==> config.mk <==
export PLATFORM = sky130hd
export DESIGN_NAME = fetch_unit
export DESIGN_NICKNAME = d
export VERILOG_FILES = /design/src/rtl/fetch_unit.sv
export SDC_FILE = /design/constraint.sdc
export NUM_CORES = 1
export LEC_CHECK = 0
export ABC_CLOCK_PERIOD_IN_PS = 2400
export CORE_MARGIN = 2
export CORE_UTILIZATION = 29
export CTS_CLUSTER_DIAMETER = 30
export CTS_CLUSTER_SIZE = 14
export DETAILED_ROUTE_END_ITERATION = 8
export HOLD_SLACK_MARGIN = 0.06
export PLACE_DENSITY = 0.64
export RECOVER_POWER = 100
export SETUP_SLACK_MARGIN = 0.1
export SLEW_MARGIN = 20
export SYNTH_ARGS = -nofsm -noshare
export SYNTH_HDL_FRONTEND = slang
export SYNTH_SLANG_ARGS = --single-unit
==> constraint.sdc <==
create_clock -name clk -period 2.4 [get_ports clk]
set_input_delay 0.72 -clock clk [delete_from_list [all_inputs] [get_ports clk]]
set_output_delay 0.72 -clock clk [all_outputs]
set_load 0.05 [all_outputs]
==> src/rtl/fetch_unit.sv <==
// Instruction fetch stage: PC, memory read handshake and a one-entry valid/ready output to decode.
// Defining FETCH_TIMEOUT_EN adds a per-request cycle limit that ends the request with a cause-10 fault.
`timescale 1ns/1ps
module fetch_unit #(
  parameter logic [31:0] RESET_PC      = 32'h0000_0000,
  parameter int unsigned FETCH_TIMEOUT = 32'd64
) (
  input  logic        clk,
  input  logic        rst,
  input  logic        redirect_valid,
  input  logic [31:0] redirect_pc,
  output logic        inst_valid,
  input  logic        inst_ready,
  output logic [31:0] inst_data,
  output logic [31:0] inst_pc,
  output logic        inst_fault,
  output logic [1:0]  inst_fault_cause,
  output logic        mem_enable,
  output logic        mem_rw,
  output logic [31:0] mem_address,
  output logic [31:0] mem_write_data,
  input  logic        mem_wait,
  input  logic [31:0] mem_read_data
);

  typedef enum logic [1:0] {IDLE = 2'd0, REQ = 2'd1, WAIT = 2'd2, OUT = 2'd3} state_t;

  localparam logic [1:0]  CAUSE_NONE       = 2'b00;
  localparam logic [1:0]  CAUSE_MISALIGNED = 2'b01;
  localparam logic [1:0]  CAUSE_TIMEOUT    = 2'b10;
  localparam logic [31:0] TMO_LAST         = 32'(FETCH_TIMEOUT - 32'd1);

  state_t      state_q, state_d;
  logic [31:0] pc_q, pc_d;
  logic        halted_q, halted_d;
  logic        inst_valid_q, inst_valid_d;
  logic [31:0] inst_data_q, inst_data_d;
  logic [31:0] inst_pc_q, inst_pc_d;
  logic        inst_fault_q, inst_fault_d;
  logic [1:0]  inst_cause_q, inst_cause_d;

  logic        misaligned_s;
  logic        tmo_hit_s;
  logic        fault_go_s;
  logic [1:0]  fault_cause_s;
  logic        mem_en_s;

  assign misaligned_s = (pc_q[1:0] != 2'b00);

`ifdef FETCH_TIMEOUT_EN
  logic [31:0] tmo_cnt_q, tmo_cnt_d;

  // Counter is zero outside REQ/WAIT, so it always starts a request at zero.
  always_comb begin
    if (state_q == REQ || state_q == WAIT) begin
      tmo_cnt_d = tmo_cnt_q + 32'd1;
    end else begin
      tmo_cnt_d = 32'd0;
    end
  end

  always_ff @(posedge clk) begin
    if (rst) begin
      tmo_cnt_q <= 32'd0;
    end else begin
      tmo_cnt_q <= tmo_cnt_d;
    end
  end

  assign tmo_hit_s = (tmo_cnt_q == TMO_LAST);
`else
  logic unused_tmo_s;
  assign tmo_hit_s    = 1'b0;
  assign unused_tmo_s = ^TMO_LAST;
`endif

  // A completing read (WAIT with mem_wait low) is excluded here, so completion beats timeout.
  assign fault_go_s    = ((state_q == REQ) && (misaligned_s || tmo_hit_s)) ||
                         ((state_q == WAIT) && mem_wait && tmo_hit_s);
  assign fault_cause_s = misaligned_s ? CAUSE_MISALIGNED : CAUSE_TIMEOUT;

  always_ff @(posedge clk) begin
    if (rst) begin
      state_q      <= IDLE;
      pc_q         <= RESET_PC;
      halted_q     <= 1'b0;
      inst_valid_q <= 1'b0;
      inst_data_q  <= 32'h0000_0000;
      inst_pc_q    <= 32'h0000_0000;
      inst_fault_q <= 1'b0;
      inst_cause_q <= CAUSE_NONE;
    end else begin
      state_q      <= state_d;
      pc_q         <= pc_d;
      halted_q     <= halted_d;
      inst_valid_q <= inst_valid_d;
      inst_data_q  <= inst_data_d;
      inst_pc_q    <= inst_pc_d;
      inst_fault_q <= inst_fault_d;
      inst_cause_q <= inst_cause_d;
    end
  end

  always_comb begin
    state_d      = state_q;
    pc_d         = pc_q;
    halted_d     = halted_q;
    inst_valid_d = inst_valid_q;
    inst_data_d  = inst_data_q;
    inst_pc_d    = inst_pc_q;
    inst_fault_d = inst_fault_q;
    inst_cause_d = inst_cause_q;
    if (redirect_valid) begin
      state_d      = IDLE;
      pc_d         = redirect_pc;
      halted_d     = 1'b0;
      inst_valid_d = 1'b0;
    end else begin
      case (state_q)
        IDLE: begin
          if (halted_q) begin
            state_d = IDLE;
          end else begin
            state_d = REQ;
          end
        end
        REQ, WAIT: begin
          if (fault_go_s) begin
            state_d      = OUT;
            inst_valid_d = 1'b1;
            inst_data_d  = 32'h0000_0000;
            inst_pc_d    = pc_q;
            inst_fault_d = 1'b1;
            inst_cause_d = fault_cause_s;
          end else if ((state_q == WAIT) && !mem_wait) begin
            state_d      = OUT;
            inst_valid_d = 1'b1;
            inst_data_d  = mem_read_data;
            inst_pc_d    = pc_q;
            inst_fault_d = 1'b0;
            inst_cause_d = CAUSE_NONE;
            pc_d         = pc_q + 32'd4;
          end else if (mem_wait) begin
            state_d = WAIT;
          end else begin
            state_d = state_q;
          end
        end
        OUT: begin
          if (inst_ready) begin
            inst_valid_d = 1'b0;
            if (inst_fault_q) begin
              halted_d = 1'b1;
              state_d  = IDLE;
            end else begin
              state_d = REQ;
            end
          end else begin
            state_d = OUT;
          end
        end
        default: begin
          state_d = IDLE;
        end
      endcase
    end
  end

  // Memory select decodes straight from state; a misaligned PC never reaches the memory.
  always_comb begin
    case (state_q)
      REQ: begin
        if (misaligned_s) begin
          mem_en_s = 1'b0;
        end else begin
          mem_en_s = 1'b1;
        end
      end
      WAIT:    mem_en_s = 1'b1;
      default: mem_en_s = 1'b0;
    endcase
  end

  assign mem_enable       = mem_en_s;
  assign mem_address      = mem_en_s ? pc_q : 32'h0000_0000;
  assign mem_rw           = 1'b0;
  assign mem_write_data   = 32'h0000_0000;
  assign inst_valid       = inst_valid_q;
  assign inst_data        = inst_data_q;
  assign inst_pc          = inst_pc_q;
  assign inst_fault       = inst_fault_q;
  assign inst_fault_cause = inst_cause_q;

endmodule
==> run_results.csv <==
group,metric,value,unit
run_status,status,"finished, violations left",
run_status,violations,"negative setup slack",
cts,holdBufCountCts,0,
yosys,avgSynthCellArea,7.86,µm²
setup_path,reg2reg_slack,0.10,ns
sta,skew,0.0104,ns
setup_path,cp.required,1.68,ns
sta,maxSlewHeadroom,0.569,
place,place_congestion,0.789,
cts,htreeDepth,3,
setup_path,reg2reg_depth,9,
power,p_leak,2.94,nW
setup_path,crit_buf_inv,3,
floorplan,fp.dieH,133,µm
cts,cts_num_sinks,103,
global_route,grt-ovfl-total,0,
sta,hold_viol_final,0,
min_path,hp-class,"register to register",
floorplan,design.core.area,0.0165,mm²
cts,clock_latency,0.35,ns
setup_path,reg2reg_from,"state_q[0]",
yosys,ys_types,50,
setup_path,crit_path_end_kind,"output port",
place,io_buffer_count,169,
setup_path,critPathKind,"register to output port",
min_path,hold_depth,2,
cells_and_area,synthToLayoutAreaGrowth,54.0,%
route,drt-initial-drc-count,245,
job,cap_violations,0,
cts,cts_buffer_depth,2,
route,drc,0,
cells_and_area,layout-drive-gt1-share,0.153,
sta,fin_crit_sh,1.06,
sta,timing.fmax,393,MHz
floorplan,ios,203,
global_route,antenna_found_initial,2,
floorplan,start_util,0.295,
cts,numCtsBuffers,9,
route,wire_per_inst,14.4,µm
setup_path,path_max_fanout,31,
cts,cts_root_buffer,"clkbuf_16",
route,num_vias,4688,
yosys,yosysSeqAreaShare,0.425,
cells_and_area,fin_util,0.454,
yosys,synth_edf_count,0,
cts,cts_tree,"done",
setup_path,cpMostUsedCell,"buf_12",
floorplan,num_rows,47,
setup_path,crit_end,"mem_address[17]",
sta,timing.final.crit_period,2.55,ns
yosys,synthArstFlopShare,0,
yosys,ys_seq_elements,103,
setup_path,cp_cell_sequence,"inv_1 -> ha_1 -> a21boi_4 -> buf_12 -> and2_4 -> buf_12",
setup_path,cp.depth,6,
setup_path,cp.arrival,1.83,ns
setup_path,worstSetupStartpointType,"register",
route,first_pass_iters,5,
cells_and_area,final_cells,1015,
place,dp_cells,993,
route,viasPerCell,4.62,
cts,clkTransAtPathRegs,0.07,ns
global_route,grt_pass1_vias,4409,
place,place_ws,-0.134,ns
setup_path,crit_path_top_delay_cell,"dfxtp_2",
setup_path,cp_top_family,"buffers and inverters",
route,wl,14600,µm
global_route,grt_max_degree,61,
floorplan,fp.dieArea,0.0178,mm²
sta,max_slew.worst_pin.slew,0.647,ns
sta,setup_viol,30,
floorplan,die_w,133,µm
yosys,netlist_instances,618,
setup_path,slowest_delay,0.35,ns
global_route,grtUsageTotal,0.163,
route,ant_nets,0,
setup_path,startpoint,"state_q[0]",
global_route,grt_pass1_wl,23000,µm
cells_and_area,fin_nets,862,
power,peakVddDrop,0.000363,V
place,dpl.hpwl,10600,µm
sta,rsz0062_at_grt,"yes",
yosys,synthesis.area,0.00486,mm²
sta,fin_ws,-0.147,ns
power,p_per_area,503,mW/mm²
sta,maxSlewViolCount,0,
yosys,synthFlopType,"dfxtp_1",
setup_path,r2r_end,"pc_q[31]",
yosys,ys_warn_count,0,
==> sequential cells by signal, indices dropped and copies added (netlist names) <==
| register | flops |
|---|---|
| inst_data | 32 |
| inst_pc | 32 |
| pc_q | 32 |
| inst_fault_cause | 2 |
| state_q | 2 |
| halted_q | 1 |
| inst_fault | 1 |
| inst_valid | 1 |
==> what timing repair did <==
action | in CTS | in global routing
endpoints found under the hold margin | 0 | 0
setup buffers | 0 | 4
resized for setup | 8 | 2
setup endpoints to repair | 34 | 33
cloned | 0 | 0
==> synthesized netlist by cell type (all sizes together), types with 2 or more instances <==
| cell type | count | share of area |
|---|---|---|
| and2 | 31 | 0.040 |
| a311oi | 2 | 0.0036 |
| o211ai | 5 | 0.0077 |
| nand3 | 48 | 0.049 |
| a21oi | 79 | 0.081 |
| dfxtp | 103 | 0.42 |
| a211oi | 13 | 0.021 |
| and3 | 7 | 0.0090 |
| and4 | 2 | 0.0036 |
| or4 | 3 | 0.0046 |
| nor4 | 3 | 0.0082 |
| clkbuf | 26 | 0.020 |
| buf | 51 | 0.070 |
| nor3 | 4 | 0.0062 |
| nand4 | 11 | 0.015 |
| o21a | 4 | 0.0077 |
| xnor2 | 5 | 0.0090 |
| ha | 5 | 0.013 |
| inv | 13 | 0.010 |
| o21ai | 10 | 0.011 |
| xor2 | 18 | 0.032 |
| mux2i | 3 | 0.0062 |
| nand2 | 127 | 0.098 |
| nor2 | 29 | 0.022 |
==> worst min path at each step <==
stage	startpoint	end	slack, ns
after floorplan	halted_q	halted_q	0.44
after global placement	inst_data[0]	inst_data[0]	0.44
after detailed placement	inst_data[19]	inst_data[19]	0.44
after CTS	inst_data[19]	inst_data[19]	0.45
after global routing	inst_data[30]	inst_data[30]	0.47
final	inst_data[27]	inst_data[27]	0.45
==> final cells by class <==
class,instances,area [µm²]
fill,1659,8990
multi-input combinational,456,2510
timing repair buffer,204,2280
sequential,103,2060
tap,220,275
clock buffer,13,250
inverter,14,52.6
clock inverter,3,42.5
antenna,2,5.00
==> tightest hold or removal path: stages, from the launching register on <==
cell	delay, ns
dfxtp_1	0.30
nand2_1	0.05
a21oi_1	0.05
==> power by group <==
group / switching, mW / total (mW) / internal [mW]
Sequential: 0.0644 / 1.81 / 1.75
Combinational: 0.278 / 0.474 / 0.195
Clock: 0.635 / 1.47 / 0.838
==> cell families (layout without fill, tap and decap cells) <==
logic type | Yosys count | count (layout) | synth area share
buf+inv | 91 | 234 | 0.101
compound gates | 121 | 121 | 0.147
simple gates | 271 | 271 | 0.267
other cells | 1 | 35 | 0.000772
fa+ha+maj | 5 | 5 | 0.0129
xor+xnor | 23 | 23 | 0.0415
flops | 103 | 103 | 0.425
mux | 3 | 3 | 0.00618
==> stage by stage <==
stage	hold slack [ns]	instance area (µm²)	power [mW]	TNS [ns]
detailed placement	0.443	7190	2.32	-0.905
global route	0.469	7480	3.92	-8.35
finish	0.446	7480	3.76	-4.16
CTS	0.452	7500	3.81	-4.92
floorplan	0.437	5070	2.16	0
global placement	0.437	7190	2.32	-0.357
==> cells in the final DEF, fill, tap and decap left out, drive strengths merged, types with 2 or more instances in the layout <==
| master | Yosys | final |
|---|---|---|
| a21oi | 79 | 79 |
| or4 | 3 | 3 |
| dfxtp | 103 | 103 |
| nand3 | 48 | 48 |
| and3 | 7 | 7 |
| mux2i | 3 | 3 |
| nor2 | 29 | 29 |
| and2 | 31 | 31 |
| xnor2 | 5 | 5 |
| buf | 51 | 59 |
| clkbuf | 26 | 23 |
| nor4 | 3 | 3 |
| diode | 0 | 2 |
| o21a | 4 | 4 |
| a311oi | 2 | 2 |
| clkdlybuf4s50 | 0 | 65 |
| o21ai | 10 | 10 |
| ha | 5 | 5 |
| nor3 | 4 | 4 |
| dlygate4sd3 | 0 | 69 |
| conb | 1 | 33 |
| a211oi | 13 | 13 |
| nand2 | 127 | 127 |
| xor2 | 18 | 18 |
| nand4 | 11 | 11 |
| and4 | 2 | 2 |
| inv | 13 | 13 |
| o211ai | 5 | 5 |
| clkinv | 1 | 2 |
==> per-layer routing <==
| layer | vias to the layer above | GRT usage | routed length, µm |
|---|---|---|---|
| li1 | 2364 | - | - |
| met1 | 2175 | 0.207 | 6530 |
| met2 | 129 | 0.262 | 6770 |
| met3 | 20 | 0.0419 | 922 |
| met4 | 0 | 0.0668 | 356 |
| met5 | - | 0 | 0 |
Note: power is estimated with default switching activity, not from simulation.
